[src/rtl/weather_feature_sequencer_if.sv]
// Raw sensor beat handshake between a reading producer (master) and the feature sequencer (slave).
interface weather_feature_sequencer_if;
  logic       raw_valid;
  logic       raw_ready;
  logic [1:0] raw_field;
  logic [7:0] raw_data;

  modport master (output raw_valid, output raw_field, output raw_data, input raw_ready);
  modport slave  (input raw_valid, input raw_field, input raw_data, output raw_ready);
endinterface

[src/rtl/weather_feature_sequencer.sv]
// Quantizes raw weather beats into a 4-field feature vector and presents it to the decision tree.
// Optional partial-vector idle timeout is enabled by defining WEATHER_FEATURE_SEQ_TIMEOUT_EN.
module weather_feature_sequencer #(
  parameter int TEMP_OFFSET  = 8,
  parameter int TEMP_SHIFT   = 2,
  parameter int PRECIP_SHIFT = 0,
  parameter int WIND_SHIFT   = 1,
  parameter int HOLD_CYCLES  = 8
`ifdef WEATHER_FEATURE_SEQ_TIMEOUT_EN
  ,
  parameter int TIMEOUT      = 16
`endif
) (
  input  logic                      CLOCK_50,
  input  logic                      rst,
  weather_feature_sequencer_if.slave raw,
  output logic [3:0]                in_temp_max,
  output logic [3:0]                in_temp_min,
  output logic [3:0]                in_precipitation,
  output logic [3:0]                in_wind,
  output logic                      feat_valid,
  output logic                      tree_rst,
  output logic                      vec_done,
  output logic [7:0]                vec_count,
  output logic                      err_timeout
);

  typedef enum logic [1:0] {IDLE, COLLECT, PRESENT, DONE} state_t;

  state_t          state_q, state_d;
  logic [3:0][3:0] feat_q, feat_d;
  logic [3:0]      mask_q, mask_d;
  logic [7:0]      hold_q, hold_d;
  logic [7:0]      vec_count_q, vec_count_d;
  logic            raw_ready_q, raw_ready_d;
  logic            feat_valid_q, feat_valid_d;
  logic            tree_rst_q, tree_rst_d;
  logic            vec_done_q, vec_done_d;
  logic            accept;
  logic [3:0]      mask_merged;

`ifdef WEATHER_FEATURE_SEQ_TIMEOUT_EN
  localparam int IDLE_W = $clog2(TIMEOUT + 1);
  logic [IDLE_W-1:0] idle_q, idle_d;
  logic              err_timeout_q, err_timeout_d;
`endif

  // Temperatures are biased signed values clamped at 0; the other fields are plain unsigned scales.
  function automatic logic [3:0] quantize(input logic [1:0] field, input logic [7:0] data);
    logic [9:0] biased;
    logic [9:0] scaled;
    biased = 10'($signed({{2{data[7]}}, data}) + TEMP_OFFSET);
    case (field)
      2'd0, 2'd1: scaled = biased[9] ? 10'd0 : (biased >> TEMP_SHIFT);
      2'd2:       scaled = {2'b00, data} >> PRECIP_SHIFT;
      default:    scaled = {2'b00, data} >> WIND_SHIFT;
    endcase
    return (scaled > 10'd15) ? 4'hF : scaled[3:0];
  endfunction

  assign accept      = raw.raw_valid && raw_ready_q;
  assign mask_merged = mask_q | (4'b0001 << raw.raw_field);

  always_comb begin
    state_d     = state_q;
    feat_d      = feat_q;
    mask_d      = mask_q;
    hold_d      = hold_q;
    vec_count_d = vec_count_q;
    tree_rst_d  = 1'b0;
    vec_done_d  = 1'b0;
`ifdef WEATHER_FEATURE_SEQ_TIMEOUT_EN
    idle_d        = idle_q;
    err_timeout_d = 1'b0;
`endif
    case (state_q)
      IDLE: state_d = COLLECT;
      COLLECT: begin
        if (accept) begin
          feat_d[raw.raw_field] = quantize(raw.raw_field, raw.raw_data);
          mask_d                = mask_merged;
          if (mask_merged == 4'b1111) begin
            state_d    = PRESENT;
            hold_d     = 8'd1;
            tree_rst_d = 1'b1;
          end
        end
`ifdef WEATHER_FEATURE_SEQ_TIMEOUT_EN
        if (accept) begin
          idle_d = '0;
        end else if (mask_q != 4'b0000) begin
          if (idle_q == IDLE_W'(TIMEOUT - 1)) begin
            mask_d        = 4'b0000;
            idle_d        = '0;
            err_timeout_d = 1'b1;
          end else begin
            idle_d = idle_q + 1'b1;
          end
        end
`endif
      end
      PRESENT: begin
        if (hold_q == 8'(HOLD_CYCLES)) begin
          state_d     = DONE;
          vec_done_d  = 1'b1;
          vec_count_d = vec_count_q + 8'd1;
          mask_d      = 4'b0000;
        end else begin
          hold_d = hold_q + 8'd1;
        end
      end
      DONE:    state_d = COLLECT;
      default: state_d = IDLE;
    endcase
    // Outputs follow the next state so they are registered yet aligned with the state they describe.
    raw_ready_d  = (state_d == COLLECT);
    feat_valid_d = (state_d == PRESENT);
  end

  always_ff @(posedge CLOCK_50) begin
    if (rst) begin
      state_q      <= IDLE;
      feat_q       <= '0;
      mask_q       <= '0;
      hold_q       <= '0;
      vec_count_q  <= '0;
      raw_ready_q  <= 1'b0;
      feat_valid_q <= 1'b0;
      tree_rst_q   <= 1'b0;
      vec_done_q   <= 1'b0;
`ifdef WEATHER_FEATURE_SEQ_TIMEOUT_EN
      idle_q        <= '0;
      err_timeout_q <= 1'b0;
`endif
    end else begin
      state_q      <= state_d;
      feat_q       <= feat_d;
      mask_q       <= mask_d;
      hold_q       <= hold_d;
      vec_count_q  <= vec_count_d;
      raw_ready_q  <= raw_ready_d;
      feat_valid_q <= feat_valid_d;
      tree_rst_q   <= tree_rst_d;
      vec_done_q   <= vec_done_d;
`ifdef WEATHER_FEATURE_SEQ_TIMEOUT_EN
      idle_q        <= idle_d;
      err_timeout_q <= err_timeout_d;
`endif
    end
  end

  assign raw.raw_ready      = raw_ready_q;
  assign in_temp_max        = feat_q[0];
  assign in_temp_min        = feat_q[1];
  assign in_precipitation   = feat_q[2];
  assign in_wind            = feat_q[3];
  assign feat_valid         = feat_valid_q;
  assign tree_rst           = tree_rst_q;
  assign vec_done           = vec_done_q;
  assign vec_count          = vec_count_q;
`ifdef WEATHER_FEATURE_SEQ_TIMEOUT_EN
  assign err_timeout        = err_timeout_q;
`else
  assign err_timeout        = 1'b0;
`endif

endmodule

[src/flat_wrapper.sv]
// flat-port wrapper written by rule: the top's interface ports become plain ports
module weather_feature_sequencer_flat 
#(
  parameter int TEMP_OFFSET  = 8,
  parameter int TEMP_SHIFT   = 2,
  parameter int PRECIP_SHIFT = 0,
  parameter int WIND_SHIFT   = 1,
  parameter int HOLD_CYCLES  = 8

)
  (CLOCK_50, rst, in_temp_max, in_temp_min, in_precipitation, in_wind, feat_valid, tree_rst, vec_done, vec_count, err_timeout, raw_raw_valid, raw_raw_field, raw_raw_data, raw_raw_ready);
  weather_feature_sequencer_if raw_i ();
  input  logic CLOCK_50;
  input  logic rst;
  output logic [3:0] in_temp_max;
  output logic [3:0] in_temp_min;
  output logic [3:0] in_precipitation;
  output logic [3:0] in_wind;
  output logic feat_valid;
  output logic tree_rst;
  output logic vec_done;
  output logic [7:0] vec_count;
  output logic err_timeout;
  input wire logic [$bits(raw_i.raw_valid)-1:0] raw_raw_valid;
  input wire logic [$bits(raw_i.raw_field)-1:0] raw_raw_field;
  input wire logic [$bits(raw_i.raw_data)-1:0] raw_raw_data;
  output wire logic [$bits(raw_i.raw_ready)-1:0] raw_raw_ready;
  assign raw_i.raw_valid = raw_raw_valid;
  assign raw_i.raw_field = raw_raw_field;
  assign raw_i.raw_data = raw_raw_data;
  assign raw_raw_ready = raw_i.raw_ready;
  weather_feature_sequencer #(.TEMP_OFFSET(TEMP_OFFSET), .TEMP_SHIFT(TEMP_SHIFT), .PRECIP_SHIFT(PRECIP_SHIFT), .WIND_SHIFT(WIND_SHIFT), .HOLD_CYCLES(HOLD_CYCLES)) u_core (.CLOCK_50(CLOCK_50), .rst(rst), .raw(raw_i), .in_temp_max(in_temp_max), .in_temp_min(in_temp_min), .in_precipitation(in_precipitation), .in_wind(in_wind), .feat_valid(feat_valid), .tree_rst(tree_rst), .vec_done(vec_done), .vec_count(vec_count), .err_timeout(err_timeout));
endmodule
[config.mk]
export PLATFORM = sky130hd
export DESIGN_NAME = weather_feature_sequencer_flat
export DESIGN_NICKNAME = d
export VERILOG_FILES = /design/src/rtl/weather_feature_sequencer_if.sv /design/src/rtl/weather_feature_sequencer.sv /design/src/flat_wrapper.sv
export SDC_FILE = /design/constraint.sdc
export NUM_CORES = 1
export LEC_CHECK = 0
export ABC_CLOCK_PERIOD_IN_PS = 4900
export CORE_MARGIN = 8
export CORE_UTILIZATION = 40
export DETAILED_ROUTE_END_ITERATION = 8
export PLACE_DENSITY = 0.61
export SYNTH_ARGS = -nofsm -noshare
export SYNTH_HDL_FRONTEND = slang
export SYNTH_SLANG_ARGS = --single-unit
[constraint.sdc]
create_clock -name CLOCK_50 -period 4.9 [get_ports CLOCK_50]
set_input_delay 0.735 -clock CLOCK_50 [delete_from_list [all_inputs] [get_ports CLOCK_50]]
set_output_delay 0.735 -clock CLOCK_50 [all_outputs]
set_load 0.005 [all_outputs]
==> impl_metrics.sql <==
INSERT INTO impl_metrics (metric_group, metric, value, unit) VALUES
('power', 'vdd.ir_drop.worst', '0.000204', 'V'),
('die', 'fp.dieArea', '0.00775', 'mm^2'),
('drt', 'routed_wirelength', '4.75', 'mm'),
('drt', 'drc', '0', ''),
('power', 'power.share.switching', '0.312', ''),
('die', 'core_area', '0.00504', 'mm^2'),
('power', 'cell_internal_pwr', '615', 'uW'),
('synth', 'yosys_register_bits', '42', ''),
('synth', 'net_count_after_synthesis', '269', ''),
('sta', 'grt_setup_unrepaired', 'no', ''),
('sta', 'layout_worst_path_cycle_share', '0.561', ''),
('global_route', 'initial_antenna_violation_count', '0', ''),
('die', 'core.rowCount', '26', ''),
('worst_setup_path', 'worstSetupStartpointType', 'input pin', ''),
('worst_setup_path', 'worst_path_max_delay_cell', 'clkdlybuf4s50_1', ''),
('sta', 'report.final.setup_viol', '0', ''),
('synth', 'synth-seq-area-share', '0.405', ''),
('drt', 'vias', '1856', ''),
('clock_tree', 'ctsRootBufferMaster', 'clkbuf_8', ''),
('worst_setup_path', 'max_stage_delay_on_crit_path', '0.63', 'ns'),
('sta', 'max_slew.worst_pin.slew', '0.854', 'ns'),
('placement', 'finalWeightedCongestion', '0.816', ''),
('sta', 'fmax', '364', 'MHz'),
('clock_tree', 'worst_setup_hold_path_clk_slew', '0.08', 'ns'),
('worst_setup_path', 'worst-r2r-setup-slack', '2.72', 'ns'),
('synth', 'synth_most_common_cell', 'dfxtp_1', ''),
('synth', 'async_flop_share', '0', ''),
('clock_tree', 'count_of_h_tree_levels_built_during_cts', '2', ''),
('global_route', 'grt.overflow.total', '0', ''),
('finish', 'synthToLayoutAreaGrowth', '26.6', '%'),
('drt', 'ant_nets', '0', ''),
('clock_tree', 'number_of_setup_buffers_added_after_cts', '0', ''),
('worst_setup_path', 'crit_path_end_kind', 'flip-flop', ''),
('synth', 'number_of_synthesized_flops_with_an_enable_pin', '0', ''),
('clock_tree', 'numClockSinks', '42', ''),
('clock_tree', 'cts_buffers', '5', ''),
('power', 'power_frac_seq', '0.436', ''),
('power', 'power.switching', '278', 'uW'),
('sta', 'final.setup_skew', '0.00329', 'ns'),
('power', 'leakage', '0.000884', 'uW'),
('drt', 'detailedRoute.firstPassIterationCount', '4', ''),
('power', 'pwr-share-clk', '0.303', ''),
('clock_tree', 'clock_tree_from_tritoncts', 'yes', ''),
('placement', 'numPortBuffers', '40', ''),
('die', 'floorplan.io_pins', '42', ''),
('sta', 'finalWorstPathRequiredPeriod', '2.75', 'ns'),
('finish', 'final_nets', '304', ''),
('synth', 'synth.top_cell.area_share', '0.405', ''),
('power', 'power.share.combinational', '0.261', ''),
('drt', 'wire_per_inst', '13.3', 'um'),
('worst_setup_path', 'critical_path_arrival', '2.98', 'ns'),
('sta', 'finalHoldViolCount', '0', ''),
('clock_tree', 'ctsLongestPathBuffers', '2', ''),
('sta', 'timing.setup.tns', '0', 'ns'),
('finish', 'antennaDiodeCount', '0', ''),
('die', 'die_width', '88.0', 'um'),
('placement', 'detailedPlace.worstSlack', '1.85', 'ns'),
('synth', 'postSynthAreaPerCell', '8.30', 'um^2'),
('sta', 'fin_ws', '2.15', 'ns'),
('die', 'die_y', '88.0', 'um'),
('synth', 'synth.lib_cells_used.distinct', '46', ''),
('clock_tree', 'post_cts_sizing_count', '0', ''),
('sta', 'hold_slack', '0.493', 'ns'),
('sta', 'worst_slew_margin_rel', '0.426', ''),
('min_path', 'hold_path.class', 'reg2reg', ''),
('synth', 'synth.top_cells.by_count', 'dfxtp_1, nor2_1, a21oi_1, nor3_1, nand2_1', ''),
('sta', 'slew_viol_final', '0', ''),
('worst_setup_path', 'worstSetupPathType', 'in2reg', ''),
('status', 'run_status', 'finished clean', ''),
('clock_tree', 'hold_buffers', '0', ''),
('synth', 'post_synth_main_area_contributors', 'dfxtp_1, nor2_1, a211oi_1', '');
-- power groups by stage --
stage          Sequential, uW  Combinational (uW)  Clock, uW
2_1_floorplan             393                 173          0
3_3_place_gp              397                 234          0
3_5_place_dp              397                 234          0
4_1_cts                   389                 235        280
5_1_grt                   393                 271        292
6_report                  390                 233        271
-- per-layer routing --
metal / routed length (um) / part of all wire / GRT usage / vias to the layer above
li1: - / - / - / 964
met1: 2270 / 0.48 / 0.153 / 857
met2: 2140 / 0.45 / 0.210 / 30
met3: 288 / 0.061 / 0.0422 / 5
met4: 52 / 0.011 / 0.0461 / 0
met5: 0 / 0 / 0 / -
-- area by class of cell --
class	instances	area [um^2]	area share
clock inverter	3	40.0	0.0152
sequential	42	841	0.320
tap	70	87.6	0.0333
timing repair buffer	42	415	0.158
clock buffer	5	68.8	0.0262
multi-input combinational	182	1130	0.430
inverter	12	45.0	0.0172
-- per-stage QoR --
stage,util,total power (uW),area (um^2),cells
after CTS,0.521,905,2630,356
after global routing,0.521,956,2630,356
after global placement,0.499,631,2520,348
after floorplan,-,566,2070,250
after detailed placement,0.499,631,2520,348
final,0.521,894,2630,356
-- worst paths after layout --
path | start | cells after the start | to
setup / recovery | raw_raw_field[0] | 6 | u_core.hold_q[6]
hold / removal | u_core.vec_count[1] | 2 | u_core.vec_count[1]
setup reg to reg | u_core.state_q[0] | 6 | u_core.hold_q[6]
hold reg to reg | u_core.vec_count[1] | 2 | u_core.vec_count[1]
-- cell families after synthesis --
| group | count (synthesis) | synth area share |
|---|---|---|
| AND/OR/NAND/NOR | 100 | 0.241 |
| other | 1 | 0.00181 |
| AO/OA/AOI/OAI | 61 | 0.201 |
| buffers and inverters | 26 | 0.0507 |
| multiplexers | 7 | 0.0344 |
| XOR/XNOR | 7 | 0.0296 |
| adder cells (fa/ha/maj) | 6 | 0.0362 |
| flip-flops | 42 | 0.405 |
-- flip-flops by register name, summed over array words and instances, names as in the netlist --
signal / flops
u_core.raw.raw_ready: 1
u_core.in_wind: 4
u_core.in_temp_max: 4
u_core.mask_q: 4
u_core.hold_q: 8
u_core.state_q: 2
u_core.feat_valid: 1
u_core.vec_done: 1
u_core.in_precipitation: 4
u_core.vec_count: 8
u_core.tree_rst: 1
u_core.in_temp_min: 4
-- worst max-delay path: cells and delay by family --
kind	cells	cell delay [ns]
compound gates	2	0.47
simple gates	3	1.14
buf+inv	1	0.63
-- cells in the final DEF, fill, tap and decap left out, types with 2 or more instances in the layout --
master	netlist	final
a211oi_1	12	12
clkdlybuf4s50_1	0	40
nor3_1	14	14
xnor2_1	3	3
mux2i_1	6	6
ha_1	6	6
or3_1	4	4
a21oi_1	15	15
and3_1	3	3
nand2b_1	3	3
nand2_1	13	13
clkinv_2	0	2
nand3_1	6	6
buf_4	1	2
o221a_2	2	2
inv_1	12	12
dfxtp_1	42	42
a32oi_1	4	4
o21ai_0	8	8
nor2b_1	2	2
nor2_1	38	38
xor2_1	4	4
o21a_1	3	3
nand4b_1	3	3
clkbuf_8	0	5
o31ai_1	3	3
a31oi_1	5	5
or4_1	4	4
nand4_1	3	3
Power figures use the tool's default switching activity.
